--- config.mk ---
export PLATFORM = sky130hd
export DESIGN_NAME = sprite_wr_sched
export DESIGN_NICKNAME = d
export VERILOG_FILES = /design/src/rtl/sprite_wr_sched.sv
export SDC_FILE = /design/constraint.sdc
export NUM_CORES = 1
export LEC_CHECK = 0
export BUFFER_PORTS_ARGS = -buffer_cell sky130_fd_sc_hd__buf_2
export CELL_PAD_IN_SITES_DETAIL_PLACEMENT = 1
export CELL_PAD_IN_SITES_GLOBAL_PLACEMENT = 1
export CORE_ASPECT_RATIO = 1.25
export CORE_MARGIN = 1.5
export CORE_UTILIZATION = 40
export CTS_BUF_LIST = sky130_fd_sc_hd__clkbuf_8
export CTS_CLUSTER_SIZE = 30
export DETAILED_ROUTE_END_ITERATION = 7
export PLACE_DENSITY = 0.71
export SLEW_MARGIN = 20
export SYNTH_ARGS = -nofsm -noshare
export SYNTH_HDL_FRONTEND = slang
export SYNTH_SLANG_ARGS = --single-unit
--- constraint.sdc ---
create_clock -name clk -period 11.6 [get_ports clk]
set_clock_uncertainty 0.15 [all_clocks]
set_input_delay 0.58 -clock clk [delete_from_list [all_inputs] [get_ports clk]]
set_output_delay 0.58 -clock clk [all_outputs]
set_load 0.05 [all_outputs]
--- src/rtl/sprite_wr_sched.sv ---
// sprite_wr_sched: queues sprite-table writes from EXE and commits them to video only during vblank.
// Build macro SPR_COALESCE_EN: a request for the same sprite as the newest queued entry overwrites it in place.
module sprite_wr_sched #(
   parameter int DEPTH = 8,
   parameter int SEL_W = 6
) (
   input  logic                    clk,
   input  logic                    reset,
   input  logic                    spr_req,
   input  logic [SEL_W-1:0]        spr_sel,
   input  logic [9:0]              spr_x,
   input  logic [8:0]              spr_y,
   input  logic [2:0]              spr_flags,
   input  logic                    vblank,
   input  logic                    vid_ready,
   output logic                    stall_o,
   output logic                    vid_we,
   output logic [SEL_W-1:0]        vid_sel,
   output logic [9:0]              vid_x,
   output logic [8:0]              vid_y,
   output logic [2:0]              vid_flags,
   output logic [$clog2(DEPTH):0]  count,
   output logic                    frame_done
);
   localparam int PTR_W = $clog2(DEPTH);
   localparam int CNT_W = PTR_W + 1;
   localparam int ENT_W = SEL_W + 22;

   typedef enum logic [1:0] {
      S_IDLE  = 2'd0,
      S_WAIT  = 2'd1,
      S_DRAIN = 2'd2
   } state_t;

   state_t           state_q, state_d;
   logic [PTR_W-1:0] wr_ptr_q, wr_ptr_d;
   logic [PTR_W-1:0] rd_ptr_q, rd_ptr_d;
   logic [CNT_W-1:0] count_q, count_d;
   logic             frame_done_q, frame_done_d;
   logic [ENT_W-1:0] mem_q [DEPTH];
   logic [ENT_W-1:0] mem_d [DEPTH];
   logic [ENT_W-1:0] head, new_ent;
   logic             full, empty, pop, push, coal;

   // Queue status, offer/accept handshake and push/stall decision
   always_comb begin
      full    = (count_q == CNT_W'(DEPTH));
      empty   = (count_q == CNT_W'(0));
      head    = mem_q[rd_ptr_q];
      new_ent = {spr_sel, spr_x, spr_y, spr_flags};
      vid_we  = (state_q == S_DRAIN) & vblank & ~empty;
      pop     = vid_we & vid_ready;
`ifdef SPR_COALESCE_EN
      // Newest entry is only off-limits when it is also the head leaving this cycle
      coal    = spr_req & ~empty
                & (mem_q[wr_ptr_q - PTR_W'(1)][ENT_W-1 -: SEL_W] == spr_sel)
                & ~(pop & (count_q == CNT_W'(1)));
`else
      coal    = 1'b0;
`endif
      push    = spr_req & ~full & ~coal;
      stall_o = spr_req & full & ~coal;
   end

   // Storage, pointers, occupancy and drain-complete pulse
   always_comb begin
      mem_d    = mem_q;
      wr_ptr_d = wr_ptr_q;
      rd_ptr_d = rd_ptr_q;
      if (push) begin
         mem_d[wr_ptr_q] = new_ent;
         wr_ptr_d        = wr_ptr_q + PTR_W'(1);
      end else if (coal) begin
         mem_d[wr_ptr_q - PTR_W'(1)] = new_ent;
      end else begin
         wr_ptr_d = wr_ptr_q;
      end
      if (pop) begin
         rd_ptr_d = rd_ptr_q + PTR_W'(1);
      end else begin
         rd_ptr_d = rd_ptr_q;
      end
      case ({push, pop})
         2'b10:   count_d = count_q + CNT_W'(1);
         2'b01:   count_d = count_q - CNT_W'(1);
         default: count_d = count_q;
      endcase
      frame_done_d = pop & ~push & (count_q == CNT_W'(1));
   end

   // Commit FSM next state
   always_comb begin
      state_d = state_q;
      case (state_q)
         S_IDLE: begin
            if (push) begin
               state_d = vblank ? S_DRAIN : S_WAIT;
            end else begin
               state_d = S_IDLE;
            end
         end
         S_WAIT: begin
            if (vblank) begin
               state_d = S_DRAIN;
            end else begin
               state_d = S_WAIT;
            end
         end
         S_DRAIN: begin
            if (count_d == CNT_W'(0)) begin
               state_d = S_IDLE;
            end else if (!vblank) begin
               state_d = S_WAIT;
            end else begin
               state_d = S_DRAIN;
            end
         end
         default: state_d = S_IDLE;
      endcase
   end

   // Offered write fields are zero whenever nothing is offered
   always_comb begin
      if (vid_we) begin
         {vid_sel, vid_x, vid_y, vid_flags} = head;
      end else begin
         {vid_sel, vid_x, vid_y, vid_flags} = {ENT_W{1'b0}};
      end
   end

   assign count      = count_q;
   assign frame_done = frame_done_q;

   // Control state registers with synchronous reset
   always_ff @(posedge clk) begin
      if (reset) begin
         state_q      <= S_IDLE;
         wr_ptr_q     <= {PTR_W{1'b0}};
         rd_ptr_q     <= {PTR_W{1'b0}};
         count_q      <= {CNT_W{1'b0}};
         frame_done_q <= 1'b0;
      end else begin
         state_q      <= state_d;
         wr_ptr_q     <= wr_ptr_d;
         rd_ptr_q     <= rd_ptr_d;
         count_q      <= count_d;
         frame_done_q <= frame_done_d;
      end
   end

   // Entry storage needs no reset: contents are dead once the pointers clear
   always_ff @(posedge clk) begin
      mem_q <= mem_d;
   end
endmodule

# [After elaboration in Yosys (flattened, before gate mapping)]
# Cells that the tools add are included.
[word_totals] ff_bits=237 out_inout_bits=35 word_cells=57
[classes] addsub=4 n_lt_le_gt_ge=3 eq_ne=6 muxes=15 bitwise=12 n_reduce_logical=4
[op_table] cell="bitwise mux 224 bit" count=1
[op_table] cell="binary-select mux 28 bit (select 3 bit)" count=1
[op_table] cell="demux 28 bit (select 3 bit)" count=1
[op_table] cell="2-to-1 mux 28 bit" count=3
[op_table] cell="2-to-1 mux 10 bit" count=1
[op_table] cell="2-to-1 mux 9 bit" count=1
[op_table] cell="greater-or-equal comparator 4 bit, second input constant" count=2
[op_table] cell="logical NOT 4 bit" count=2
[op_table] cell="NOT 3 -> 4 bit" count=2
[op_table] cell="one-hot mux 4 bit (2 select lines)" count=1
[op_table] cell="AND 1 bit" count=7
[op_table] cell="adder 3 x 1 -> 3 bit, second input constant" count=2
[op_table] cell="2-to-1 mux 2 bit" count=3
[op_table] cell="2-to-1 mux 6 bit" count=1
[op_table] cell="one-hot mux 2 bit (3 select lines)" count=1
[op_table] cell="adder 4 x 1 -> 4 bit, second input constant" count=1
[op_table] cell="== test 2 x 1 -> 1 bit, second input constant" count=2
[op_table] cell="== test 2 bit, second input constant" count=2
[op_table] cell="== test 4 x 1 -> 1 bit, second input constant" count=1
[op_table] cell="== test 4 bit, second input constant" count=1
[op_table] cell="< comparator 4 x 1 -> 1 bit, second input constant" count=1
[op_table] cell="subtractor 4 x 1 -> 4 bit, second input constant" count=1
[op_table] cell="2-to-1 mux 3 bit" count=1
[op_table] cell="NOT 1 bit" count=3
[op_table] cell="other kinds (2)" count=2

# [Depth between registers and ports, before layout]
[depth] word_depth=9 mapped_depth=11 ltp_nobuf=10

# [Worst setup path before layout]
# Ideal clock, no wire load.
[synth_timing] path_kind="register -> register" startpoint="register count_q[0] (netlist: count[0])" endpoint="register mem_q[196] (netlist bit) (enable)" arrival_time_ps=4146 t_required_ps=10966 path_slack_ps=6821 path_stages_with_launch=6 period_less_slack_ps=4779 cell_sequence="dfxtp_1 inv_1 ha_1 nand3b_1 nand2_1 nor4_1"
[synth_via] elab_chain_len=3
[synth_rtl] item="from (decl)" line="38" rtl="logic [CNT_W-1:0] count_q, count_d;"
[synth_rtl] item="from (signal assigned)" line="140" rtl="count_q <= {CNT_W{1'b0}};"
[synth_rtl] item="from (signal assigned)" line="146" rtl="count_q <= count_d;"
[synth_rtl] item="== test 4 bit" line="47" rtl="full = (count_q == CNT_W'(DEPTH));"
[synth_rtl] item="NOT 1 bit" line="61" rtl="push = spr_req & ~full & ~coal;"
[synth_rtl] item="AND 1 bit" line="61"
[synth_rtl] item="to (signal assigned)" line="153" rtl="mem_q <= mem_d;"
[synth_rtl] item="to (decl)" line="40" rtl="logic [ENT_W-1:0] mem_q [DEPTH];"
# No other way between the ends.
# A chain may end at the register's enable or synchronous reset.

# [Final worst setup path]
[layout_timing] startpoint="register rd_ptr_q[0]" endpoint="output port vid_x[2]"
[layout_via] elab_chain_len=5
[layout_rtl] item="from (decl)" line="37" rtl="logic [PTR_W-1:0] rd_ptr_q, rd_ptr_d;"
[layout_rtl] item="from (signal assigned)" line="139" rtl="rd_ptr_q <= {PTR_W{1'b0}};"
[layout_rtl] item="from (signal assigned)" line="145" rtl="rd_ptr_q <= rd_ptr_d;"
[layout_rtl] item="NOT 3 -> 4 bit (not written as such)" line="49" rtl="head = mem_q[rd_ptr_q];"
[layout_rtl] item="binary-select mux 28 bit (select 3 bit)" line="49"
[layout_rtl] item="2-to-1 mux 28 bit (not written as such) (2 in series)" line="49"
[layout_rtl] item="2-to-1 mux 10 bit" line="124" rtl="if (vid_we) begin"
[layout_rtl] item="to (decl)" line="19" rtl="output logic [9:0] vid_x,"
# No other way between the ends. The select of a mux whose other input is x is not followed.

==> out/metrics.cfg <==
[logic_synthesis]
synthArstFlopShare_pct = 0
synthFlopType = edfxtp_1
yosysUniqueCellTypes = 37
synth.most_common_cell = edfxtp_1
yosys-top-cells-area = edfxtp_1 72%, mux4_2 14%, mux2i_1 3.0%
synth_top_area_share_pct = 72.19
syn_area_um2 = 9318
synth-edff-count = 224
yosysSeqAreaShare_pct = 74.98
synthCells = 459
yosysTopAreaCell = edfxtp_1
syn_avg_cell_area_um2 = 20.30
synth_seq_cells = 237
yosys_warnings = 0
synthTopCellsByCount = 224 x edfxtp_1, 56 x mux4_2, 40 x nor2_1, 28 x mux2i_1, 13 x dfxtp_1
syn_nets = 499

[drt]
wl_per_cell_um = 22.23
firstDrtPassIters = 6
drcViolationCount = 10
vias = 4610
ant_nets = 0
viasPerCell = 5.299
finalWirelength_mm = 19.34
drt_iter0_drc = 264

[timing]
hold_viol_final = 0
layout_min_cycle_time_ps = 3686
grt_setup_unrepaired = false
drv_slew = 0
fmax_ghz = 0.2713
worstMarginPinSlew_ps = 1032
setup_viol_count_final = 0
max_slew_margin_pct = 31.02
setup_tns_ps = 0
min_period_over_period_pct = 31.78

[place]
routabilityCongestion = 0.7644
dp_cells = 803
detailed_place_hpwl_mm = 11.26
io_buffers = 67

[die]
coreArea_um2 = 22960
pin_count = 68
fp.dieArea_um2 = 24220
start_util_pct = 40.58
row_count = 62
die_width_um = 139.5
die_y_um = 173.6

[clock_network]
cts_sinks = 237
cts.path.max_buffers = 3
cts.clk_slew.worst_paths_ps = 60
cts_max_level = 2
cts_hold_repair.buffers = 0
cts_buffers = 37
postCtsSetupRepairBufs = 0
cts_root_buf = clkbuf_8
clk_latency_ps = 510
cts_tree = yes
cts_resized = 0

[cells_and_area]
final_cells = 870
multi_input_area_um2 = 2210
seq_area_um2 = 6993
area_delta_synth_final_pct = 15.19
fill_cells = 2164
drive_gt1_share_pct = 34.08
nNetsFinal = 594

[job]
maxCapViolCount = 0

[outcome]
status = complete, but fails checks
violations = design-rule violations

[grt]
antenna_found_initial = 1
grt_pass1_vias = 5164
grt_pass1_wl_mm = 30.04
overflow = 0
grt_usage_pct = 16.51
grt_max_degree = 41

[min_path]
whs_endpoint = mem_q[127]$_DFFE_PP_
hold_class = in2reg
worstHoldStart = spr_x[3]
hold_depth = 1

[worst_setup_path]
rrSetupSlack_ps = 8370
required_ps = 10870
cpPeakStageDelay_ps = 720
arrival_ps = 2960
cp_cell_sequence = buf_4 -> mux4_2 -> mux2i_1 -> nor2_1 -> buf_2
crit_path_end_kind = output port
critPathTopFamily = buffers and inverters
crit_type = reg2out
crit_buf_inv = 2
cp_max_fo = 40
critical_path.startpoint_type = flop
r2r-start = count[0]$_SDFF_PP0_
crit_slowest_cell = buf_4
r2r_end = mem_q[19]$_DFFE_PP_
reg2reg_depth = 7

[power_and_ir_drop]
power.leakage_nw = 3.540
p_per_area_nw_per_um2 = 158.8
ir_drop_mv = 0.06240

==> metal layers <==
layer,part of all wire [%],wire length [um],vias to the layer above,global-route usage [%]
li1,-,-,2062,-
met1,40,7682,2416,19.18
met2,54,10440,106,30.08
met3,4.5,872,26,3.785
met4,1.8,344,0,5.275
met5,0,0,-,0
==> cells by family after synthesis <==
group	count (synthesis)	synth area share (%)
AOI/OAI and AO/OA	23	1.638
buffers and inverters	31	1.826
adders and majority gates	7	0.9399
and+or+nand+nor	74	3.787
xor gates and xnor gates	3	0.2820
muxes	84	16.54
DFF	237	74.98
==> cell type report <==
type	count	area share (%)
Timing Repair Buffer	77	3.940
Sequential cell	237	65.16
Inverter	10	0.3497
Clock inverter	27	1.585
Clock buffer	39	5.001
Antenna cell	1	0.02332
Tap cell	288	3.357
Multi-Input combinational cell	191	20.59
==> placed cells by master, fill, tap and decap left out, drive strengths merged, types with 3 or more instances in the layout <==
cell type	instances
clkinv	17
clkbuf	39
nor2	40
dfxtp	13
a21oi	6
o21ai	4
nand2b	3
nor3	5
buf	77
inv	18
nor2b	4
ha	7
nand3	4
edfxtp	224
a211oi	4
a31oi	3
nand2	9
mux4	56
mux2i	28
==> metrics by stage <==
step / hold slack (ps) / power, mW / setup WS (ps) / cell area [um^2] / util [%]
4_1_cts: 152.1 / 1.721 / 7791 / 10730 / 46.73
3_5_place_dp: 406.2 / 1.053 / 8323 / 10020 / 43.65
3_3_place_gp: 394.6 / 1.048 / 8362 / 10000 / 43.56
5_1_grt: 174.1 / 1.760 / 7639 / 10730 / 46.73
2_1_floorplan: 347.6 / 1.020 / 6821 / 9318 / -
6_report: 182.8 / 1.704 / 7914 / 10730 / 46.74
==> worst max-delay path by stage <==
stage                        startpoint                    to  depth (start not counted)
5_1_grt        rd_ptr_q[0]$_SDFFE_PP0P_              vid_y[7]                          5
3_5_place_dp        count[0]$_SDFF_PP0_    mem_q[2]$_DFFE_PP_                          7
6_report       rd_ptr_q[0]$_SDFFE_PP0P_              vid_x[2]                          5
4_1_cts        rd_ptr_q[0]$_SDFFE_PP0P_              vid_x[2]                          5
3_3_place_gp   rd_ptr_q[0]$_SDFFE_PP0P_            vid_sel[3]                          5
2_1_floorplan       count[0]$_SDFF_PP0_  mem_q[196]$_DFFE_PP_                          5
==> power breakdown <==
| group | leakage, nW | switching [mW] | internal (mW) |
|---|---|---|---|
| sequential | 2.14 | 0.00732 | 0.957 |
| clock | 0.398 | 0.312 | 0.359 |
| combinational | 0.999 | 0.0442 | 0.0247 |
==> flip-flops by register name, indices dropped and copies added (netlist names) <==
name and flops:
count 4, mem_q 224, frame_done 1, state_q 2, wr_ptr_q 3, rd_ptr_q 3
Note: power is estimated with default switching activity, not from simulation.
